`src/rtl/ascon_pack.sv`:
```
// Shared ASCON types and constants: the 5x64-bit state, round bookkeeping
// and the state encoding of the iterative permutation controller.
package ascon_pack;

  // Word i of the state lives in element [i]; word 0 is the rate word.
  typedef logic [4:0][63:0] type_state;

  localparam int ROUNDS_A_DEFAULT = 12;
  localparam int ROUNDS_B_DEFAULT = 6;

  // The round constant index always runs up to 11; p^b simply starts later.
  localparam logic [3:0] LAST_ROUND = 4'd11;
  localparam logic [3:0] FIRST_A_DEFAULT = 4'd0;
  localparam logic [3:0] FIRST_B_DEFAULT = 4'd6;

  typedef enum logic [1:0] {
    ST_IDLE = 2'd0,
    ST_RUN  = 2'd1,
    ST_DONE = 2'd2
  } type_fsm;

  // Round constant for index i: high nibble counts down from F, low nibble up from 0.
  function automatic logic [7:0] round_constant(input logic [3:0] idx);
    return {4'hF - idx, idx};
  endfunction

  // 64-bit rotate right by a fixed amount.
  function automatic logic [63:0] rotr(input logic [63:0] x, input int n);
    return (x >> n) | (x << (64 - n));
  endfunction

endpackage

```
`src/rtl/permutation_elementaire.sv`:
```
// One combinational ASCON round: constant addition, bitsliced S-box layer,
// then the per-word linear diffusion layer.
module permutation_elementaire
  import ascon_pack::*;
(
  input  logic [3:0] round_i,
  input  type_state  state_i,
  output type_state  state_o
);

  type_state   after_c;
  type_state   after_s;
  logic [63:0] x0, x1, x2, x3, x4;
  logic [63:0] t0, t1, t2, t3, t4;

  // Constant addition touches only the low byte of word 2.
  always_comb begin
    after_c = state_i;
    after_c[2][7:0] = state_i[2][7:0] ^ round_constant(round_i);
  end

  // Bitsliced 5-bit S-box applied to all 64 columns at once.
  always_comb begin
    x0 = after_c[0] ^ after_c[4];
    x4 = after_c[4] ^ after_c[3];
    x2 = after_c[2] ^ after_c[1];
    x1 = after_c[1];
    x3 = after_c[3];
    t0 = ~x0 & x1;
    t1 = ~x1 & x2;
    t2 = ~x2 & x3;
    t3 = ~x3 & x4;
    t4 = ~x4 & x0;
    x0 = x0 ^ t1;
    x1 = x1 ^ t2;
    x2 = x2 ^ t3;
    x3 = x3 ^ t4;
    x4 = x4 ^ t0;
    x1 = x1 ^ x0;
    x0 = x0 ^ x4;
    x3 = x3 ^ x2;
    x2 = ~x2;
    after_s[0] = x0;
    after_s[1] = x1;
    after_s[2] = x2;
    after_s[3] = x3;
    after_s[4] = x4;
  end

  // Linear layer: each word XORed with two rotations of itself.
  always_comb begin
    state_o[0] = after_s[0] ^ rotr(after_s[0], 19) ^ rotr(after_s[0], 28);
    state_o[1] = after_s[1] ^ rotr(after_s[1], 61) ^ rotr(after_s[1], 39);
    state_o[2] = after_s[2] ^ rotr(after_s[2], 1)  ^ rotr(after_s[2], 6);
    state_o[3] = after_s[3] ^ rotr(after_s[3], 10) ^ rotr(after_s[3], 17);
    state_o[4] = after_s[4] ^ rotr(after_s[4], 7)  ^ rotr(after_s[4], 41);
  end

endmodule

```
`src/rtl/permutation_iter.sv`:
```
// Iterative ASCON permutation: one round per clock through a single round
// instance, running p^a or p^b with optional data/key injection on entry
// and key injection on exit.
module permutation_iter
  import ascon_pack::*;
#(
  parameter int ROUNDS_A = ROUNDS_A_DEFAULT,
  parameter int ROUNDS_B = ROUNDS_B_DEFAULT
) (
  input  logic         clock_i,
  input  logic         reset_i,
  input  logic         start_i,
  input  logic         mode_i,
  input  type_state    state_i,
  input  logic [63:0]  data_i,
  input  logic         xor_data_i,
  input  logic [127:0] key_i,
  input  logic         xor_key_begin_i,
  input  logic         xor_key_end_i,
  output type_state    state_o,
  output logic [3:0]   round_o,
  output logic         busy_o,
  output logic         done_o
);

  localparam logic [3:0] FIRST_A = 4'(12 - ROUNDS_A);
  localparam logic [3:0] FIRST_B = 4'(12 - ROUNDS_B);

  type_fsm    fsm_q;
  type_state  state_q;
  type_state  injected;
  type_state  round_in;
  type_state  round_out;
  type_state  next_state;
  logic [3:0] counter_q;
  logic [3:0] first_idx;
  logic [3:0] round_idx;
  logic       key_end_q;
  logic       key_end_now;
  logic       load;
  logic       last;

  // A start is honoured whenever no run is in flight, including the DONE cycle.
  assign load        = start_i && (fsm_q != ST_RUN);
  assign first_idx   = mode_i ? FIRST_B : FIRST_A;
  assign round_in    = load ? injected : state_q;
  assign round_idx   = load ? first_idx : counter_q;
  assign last        = (round_idx == LAST_ROUND);
  assign key_end_now = load ? xor_key_end_i : key_end_q;

  // Entry injections: data block into word 0, key into words 1-2.
  always_comb begin
    injected = state_i;
    if (xor_data_i) begin
      injected[0] = state_i[0] ^ data_i;
    end
    if (xor_key_begin_i) begin
      injected[1] = state_i[1] ^ key_i[127:64];
      injected[2] = state_i[2] ^ key_i[63:0];
    end
  end

  permutation_elementaire u_round (
    .round_i (round_idx),
    .state_i (round_in),
    .state_o (round_out)
  );

  // Exit injection of the key into words 3-4, only on the final round.
  always_comb begin
    next_state = round_out;
    if (last && key_end_now) begin
      next_state[3] = round_out[3] ^ key_i[127:64];
      next_state[4] = round_out[4] ^ key_i[63:0];
    end
  end

  // Controller and state register; the first round is applied on the load edge.
  always_ff @(posedge clock_i or posedge reset_i) begin
    if (reset_i) begin
      fsm_q     <= ST_IDLE;
      state_q   <= '0;
      counter_q <= 4'd0;
      key_end_q <= 1'b0;
      busy_o    <= 1'b0;
    end else begin
      case (fsm_q)
        ST_RUN: begin
          state_q <= next_state;
          if (last) begin
            fsm_q     <= ST_DONE;
            counter_q <= 4'd0;
            busy_o    <= 1'b0;
          end else begin
            counter_q <= counter_q + 4'd1;
          end
        end
        default: begin
          if (load) begin
            state_q   <= next_state;
            key_end_q <= xor_key_end_i;
            if (last) begin
              fsm_q     <= ST_DONE;
              counter_q <= 4'd0;
              busy_o    <= 1'b0;
            end else begin
              fsm_q     <= ST_RUN;
              counter_q <= first_idx + 4'd1;
              busy_o    <= 1'b1;
            end
          end else begin
            fsm_q <= ST_IDLE;
          end
        end
      endcase
    end
  end

  assign state_o = state_q;
  assign done_o  = (fsm_q == ST_DONE);
  assign round_o = ((fsm_q == ST_RUN) || load) ? round_idx : 4'd0;

endmodule
```
`config.mk`:
```
export PLATFORM = sky130hd
export DESIGN_NAME = permutation_iter
export DESIGN_NICKNAME = d
export VERILOG_FILES = /design/src/rtl/ascon_pack.sv /design/src/rtl/permutation_elementaire.sv /design/src/rtl/permutation_iter.sv
export SDC_FILE = /design/constraint.sdc
export NUM_CORES = 2
export LEC_CHECK = 0
export CAP_MARGIN = 20
export CORE_AREA = 2 2 325 327
export DETAILED_ROUTE_END_ITERATION = 10
export DIE_AREA = 0 0 327 329
export DONT_BUFFER_PORTS = 1
export MAX_ROUTING_LAYER = met4
export PLACE_DENSITY_LB_ADDON = 0.3
export SETUP_SLACK_MARGIN = 0.15
export SKIP_CTS_REPAIR_TIMING = 1
export SLEW_MARGIN = 40
export SYNTH_ARGS = -nofsm -noshare
export SYNTH_HDL_FRONTEND = slang
export SYNTH_SLANG_ARGS = --single-unit
```
`constraint.sdc`:
```
create_clock -name clock_i -period 12.65 [get_ports clock_i]
set_input_delay 0.6325 -clock clock_i [delete_from_list [all_inputs] [get_ports clock_i]]
set_output_delay 0.6325 -clock clock_i [all_outputs]
set_load 0.01 [all_outputs]
```
Yosys cells after proc, flatten, opt, wreduce, memory -nomap -nowiden
Cells that the tools add are included.
- flip-flop bits (word level): 328
- input bits: 519
- output and inout port bits: 326
- logic and storage cells: 92
- add/subtract/negate cells: 3
- equality and inequality tests: 5
- mux-type cells: 22
- bitwise operators: 48
- reductions and logical operators: 5
- operator list (kind ; count):
    $xor 64x64->64 ; 26
    $mux 320 ; 3
    $not 64->64 ; 6
    $and 64x64->64 ; 5
    $mux 128 ; 2
    $mux 64 ; 1
    $or 23x64->64 ; 1
    $or 25x64->64 ; 1
    $or 3x64->64 ; 1
    $or 36x64->64 ; 1
    $or 45x64->64 ; 1
    $or 47x64->64 ; 1
    $or 54x64->64 ; 1
    $or 57x64->64 ; 1
    $or 58x64->64 ; 1
    $or 63x64->64 ; 1
    $mux 4 ; 6
    $mux 2 ; 4
    $xor 8x8->8 ; 1
    $mux 1 ; 5
    $add 3x1->4 const B ; 1
    $add 4x1->4 const B ; 1
    $eq 4x4->1 const B ; 1
    $sub 4x4->4 const A ; 1
    9 further kinds ; 10

Logic depth before layout (Yosys ltp)
- depth in word-level cells: 15
- mapped depth: 20
- gate-level depth less buffers: 13

Modules after synthesis
A second synthesis with hierarchy kept.
- cell total of the unflattened synthesis: 4515
- area total of the unflattened synthesis: 38733.4 µm²
- by module, submodules not included (module ; instances ; cells each ; area each (µm²) ; sequential area each (µm²)):
    permutation_iter ; 1 ; 2977 ; 22619.2 ; 8207.9
    permutation_elementaire ; 1 ; 1538 ; 16114.2 ; 0.0

Worst setup path after synthesis
No wires, ideal clock.
- path kind: in2reg
- start point: input port xor_key_begin_i
- end point: register state_q, in the netlist state_o[248]
- library setup time: 77 ps
- arrival time: 3862 ps
- data required time: 12573 ps
- setup slack: 8711 ps
- cell stages on the path: 15
- path buffers: 6
- cell sequence: buf_2 > buf_2 > buf_2 > buf_2 > buf_1 > buf_1 > nand2_1 > xor2_1 > o21ai_0 > ha_1 > xor2_1 > xor2_1 > xnor3_1 > xor2_1 > a21oi_1
- word-level cells in the longest chain between the ends: 13
- ends and longest elaborated chain (element ; line ; source):
    from (decl) ; permutation_iter.sv:18 ; input logic xor_key_begin_i,
    $mux 128 * ; permutation_iter.sv:57 ; if (xor_key_begin_i) begin
    $mux 320 * ; permutation_iter.sv:46 ; assign round_in = load ? injected : state_q;
    $xor 8x8->8 ; permutation_elementaire.sv:19 ; after_c[2][7:0] = state_i[2][7:0] ^ round_constant(round_i);
    $xor 64x64->64 * ; permutation_elementaire.sv:26 ; x2 = after_c[2] ^ after_c[1];
    $xor 64x64->64 * ; permutation_elementaire.sv:36 ; x2 = x2 ^ t3;
    $xor 64x64->64 * ; permutation_elementaire.sv:41 ; x3 = x3 ^ x2;
    $or 54x64->64 ; ascon_pack.sv:29 ; return (x >> n) | (x << (64 - n));
    $xor 64x64->64 ; permutation_elementaire.sv:55 ; state_o[3] = after_s[3] ^ rotr(after_s[3], 10) ^ rotr(after_s[3], 17);
    $xor 64x64->64 * ; permutation_elementaire.sv:55 ;
    $xor 64x64->64 ; permutation_iter.sv:73 ; next_state[3] = round_out[3] ^ key_i[127:64];
    $mux 128 * ; permutation_iter.sv:72 ; if (last && key_end_now) begin
    $mux 320 ; permutation_iter.sv:99 ; if (load) begin
    $mux 320 * ; permutation_iter.sv:87 ; case (fsm_q)
    to (signal assigned) ; permutation_iter.sv:89 ; state_q <= next_state;
    to (signal assigned) ; permutation_iter.sv:100 ; state_q <= next_state;
    to (decl) ; permutation_iter.sv:30 ; type_state state_q;
Mark *: on every way between the ends. The rest lies on a longest branch, timed or not. The select of a mux whose other input is x is not followed.
A chain may end at the register's enable or synchronous reset.

Worst setup path in the final report
- start point: register fsm_q[0]
- end point: register state_q, in the netlist state_o[236]
- word-level cells in the longest chain between the ends: 15
- ends and longest elaborated chain (element ; line ; source):
    from (decl) ; permutation_iter.sv:29 ; type_fsm fsm_q;
    from (signal assigned) ; permutation_iter.sv:81 ; fsm_q <= ST_IDLE;
    from (signal assigned) ; permutation_iter.sv:91 ; fsm_q <= ST_DONE;
    from (signal assigned) ; permutation_iter.sv:103 ; fsm_q <= ST_DONE;
    $ne 2x1->1 ; permutation_iter.sv:44 ; assign load = start_i && (fsm_q != ST_RUN);
    $logic_and 1x1->1 ; permutation_iter.sv:44 ;
    $mux 320 ; permutation_iter.sv:46 ;
    $xor 64x64->64 ; permutation_elementaire.sv:25 ; x4 = after_c[4] ^ after_c[3];
    $not 64->64 ; permutation_elementaire.sv:33 ; t4 = ~x4 & x0;
    $and 64x64->64 ; permutation_elementaire.sv:33 ;
    $xor 64x64->64 ; permutation_elementaire.sv:37 ; x3 = x3 ^ t4;
    $xor 64x64->64 ; permutation_elementaire.sv:41 ;
    $or 54x64->64 ; ascon_pack.sv:29 ;
    $xor 64x64->64 (2 in series) ; permutation_elementaire.sv:55 ;
    $xor 64x64->64 ; permutation_iter.sv:73 ;
    $mux 128 ; permutation_iter.sv:72 ;
    $mux 320 ; permutation_iter.sv:99 ;
    $mux 320 ; permutation_iter.sv:87 ;
Parallel ways exist; a longest one is shown, timed or not. The select of a mux whose other input is x is not followed.

==> results.json <==
{
  "status": "finished, final reports clean",
  "die_x_um": 327,
  "port_buffers": 0,
  "layout_setup_ws_ps": 7440,
  "cts_buffers": 45,
  "fill_cells": 10586,
  "syn-mean-instance-area_um2": 8.65,
  "yosys_most_used_dff": "dfrtp_1",
  "syn_area_um2": 38400,
  "setup_viol": 0,
  "clk_latency_ps": 620,
  "path_buf_inv": 3,
  "timing.hold.ws_ps": 165,
  "initial_core_util_pct": 36.8,
  "dr.pass1.iters": 5,
  "synth_nets": 5065,
  "crit_path_cell_trace": "nor2b_4 > nor2_4 > buf_12 > buf_4 > buf_4 > mux2i_1 > ha_1 > xnor2_1 > xor2_1 > xnor2_1 > xnor2_1 > o21ai_0",
  "drive_above_1_share_pct": 8.74,
  "skew_ps": 42.7,
  "synth_edf_count": 0,
  "layout.nets": 4985,
  "fmax_ghz": 0.192,
  "antenna_found_initial": 10,
  "ant_nets": 0,
  "slew_headroom_pct": 31.6,
  "grt_pass1_vias": 32421,
  "crit_path_frequent_cell": "xnor2_1",
  "cts_tree": "done",
  "tns_ps": 0,
  "syn_to_final_growth_pct": 10.1,
  "post-place-ws_ps": 6680,
  "max_cap_violations": 0,
  "yosys_warnings": 0,
  "max_stage_delay_ps": 720,
  "grt_overflow": 0,
  "crit_required_ps": 13110,
  "cpMaxStageDelayCell": "buf_4",
  "drc_errors": 0,
  "rsz0062_at_grt": "false",
  "final_hold_viol_count": 0,
  "period_needed_ps": 5210,
  "dp_cells": 5704,
  "path_class": "register to register",
  "path_clk_slew_ps": 60,
  "drt_iter0_markers": 3639,
  "clockRootBuffer": "clkbuf_16",
  "wirelength_um": 216000,
  "crit_arrival_ps": 5670,
  "ys_ff_latch": 328,
  "period_share_pct": 41.2,
  "holdCritPathClass": "input pin to register",
  "grt.total_usage_pct": 39.8,
  "multiInputGateArea_um2": 29700,
  "cts_num_sinks": 328,
  "cp_top_family": "XOR/XNOR gates",
  "h-tree-depth": 2,
  "worst_setup_path_start_kind": "register",
  "grt_max_degree": 161,
  "vias": 34375,
  "crit_fanout": 55,
  "dp_hpwl_um": 177000,
  "ios": 845,
  "cts_buffer_depth": 3,
  "core_um2": 104000,
  "synth_cell_types": 81,
  "fin_cells": 5802,
  "synth-seq-area-share_pct": 21.3,
  "synthArstFlopShare_pct": 100,
  "slew_violations": 0,
  "regArea_um2": 8210,
  "die_h_um": 329,
  "wl_per_cell_um": 37.2,
  "core.rowCount": 119,
  "synthCells": 4442,
  "endpoint_kind": "register",
  "grt_pass1_wl_um": 285000,
  "place_congestion": 1.02,
  "vias_per_cell": 5.92,
  "worstMarginPinSlew_ps": 1020,
  "die_area_um2": 108000
}
[state kept, by name (all words and copies together) (netlist names)]
name,cells
state_o,320
counter_q,4
fsm_q,2
busy_o,1
key_end_q,1
[worst register-to-register path, delay by kind of cell (launching register included)]
| family | cells | cell delay [ps] |
|---|---|---|
| AO/OA/AOI/OAI | 1 | 90 |
| XOR/XNOR | 4 | 1820 |
| adder cells (fa/ha/maj) | 1 | 310 |
| buffers and inverters | 3 | 1720 |
| flip-flops | 1 | 430 |
| multiplexers | 1 | 440 |
| AND/OR/NAND/NOR | 2 | 280 |
[cell type report]
type	instances	area share, %
diodes	15	0.0887
clock buffers	61	3.12
clock inverters	20	0.624
inverters	63	0.588
multi-input cells	3829	70.1
flip-flops and latches	328	19.4
well taps	1391	4.11
repair buffers	95	1.98
[worst paths after layout]
check | end | startpoint | slack (ps) | cells past startpoint
setup / recovery | state_o[236] | fsm_q[0] | 7440 | 12
hold / removal | key_end_q | xor_key_end_i | 170 | 2
setup reg to reg | state_o[236] | fsm_q[0] | 7440 | 12
hold reg to reg | key_end_q | key_end_q | 480 | 2
max in group asynchronous | state_o[12] | reset_i | 9340 | 5
min in group asynchronous | state_o[139] | reset_i | 590 | 2
[layout by cell type, fill, tap and decap left out, drive strengths merged, types with 16 or more instances in the layout]
cell type,netlist,layout
xnor2,970,970
nor2b,54,54
nor2,258,258
buf,117,93
nand3,26,26
mux2i,131,131
a31oi,43,43
nor3,41,41
o211ai,16,16
and3b,21,21
maj3,58,58
o21ai,296,296
a211oi,17,17
nand2b,26,26
dfrtp,328,328
xor2,485,485
clkbuf,105,62
a32oi,31,31
a21boi,25,25
nand2,569,569
inv,63,64
a21oi,324,324
mux2,33,33
xor3,55,55
xnor3,47,47
and2,22,22
ha,104,104
[logic make-up after synthesis]
logic type / share of synthesized area [%]
simple gates: 12.9
buf+inv: 3.59
flops: 21.3
fa+ha+maj: 4.90
mux: 4.38
xor+xnor: 40.2
compound gates: 12.6
[routing by layer]
layer	up-vias	routed length, um	track usage [%]
met5	-	0	-
met4	0	12500	18.6
met3	440	20800	9.79
met2	2088	98100	62.4
met1	17157	84300	48.2
li1	14690	-	-
[synthesized netlist by cell type, drive strengths merged (58+ instances only)]
cell type / number / area share (%)
xnor2: 970 / 23
nand2: 569 / 5.6
xor2: 485 / 11
dfrtp: 328 / 21
a21oi: 324 / 4.2
o21ai: 296 / 3.9
nor2: 258 / 2.5
mux2i: 131 / 3.4
buf: 117 / 1.9
clkbuf: 105 / 1.0
ha: 104 / 3.4
inv: 63 / 0.62
maj3: 58 / 1.5
[stage by stage]
stage	utilization (%)	cell area (um^2)
2_1_floorplan	-	38400
3_3_place_gp	38.3	39900
3_5_place_dp	39.0	40700
4_1_cts	40.5	42200
5_1_grt	40.6	42300
6_report	40.6	42300
Power is not shown: default switching activity piles up to over one toggle a cycle in this logic, so the estimate is an artifact.
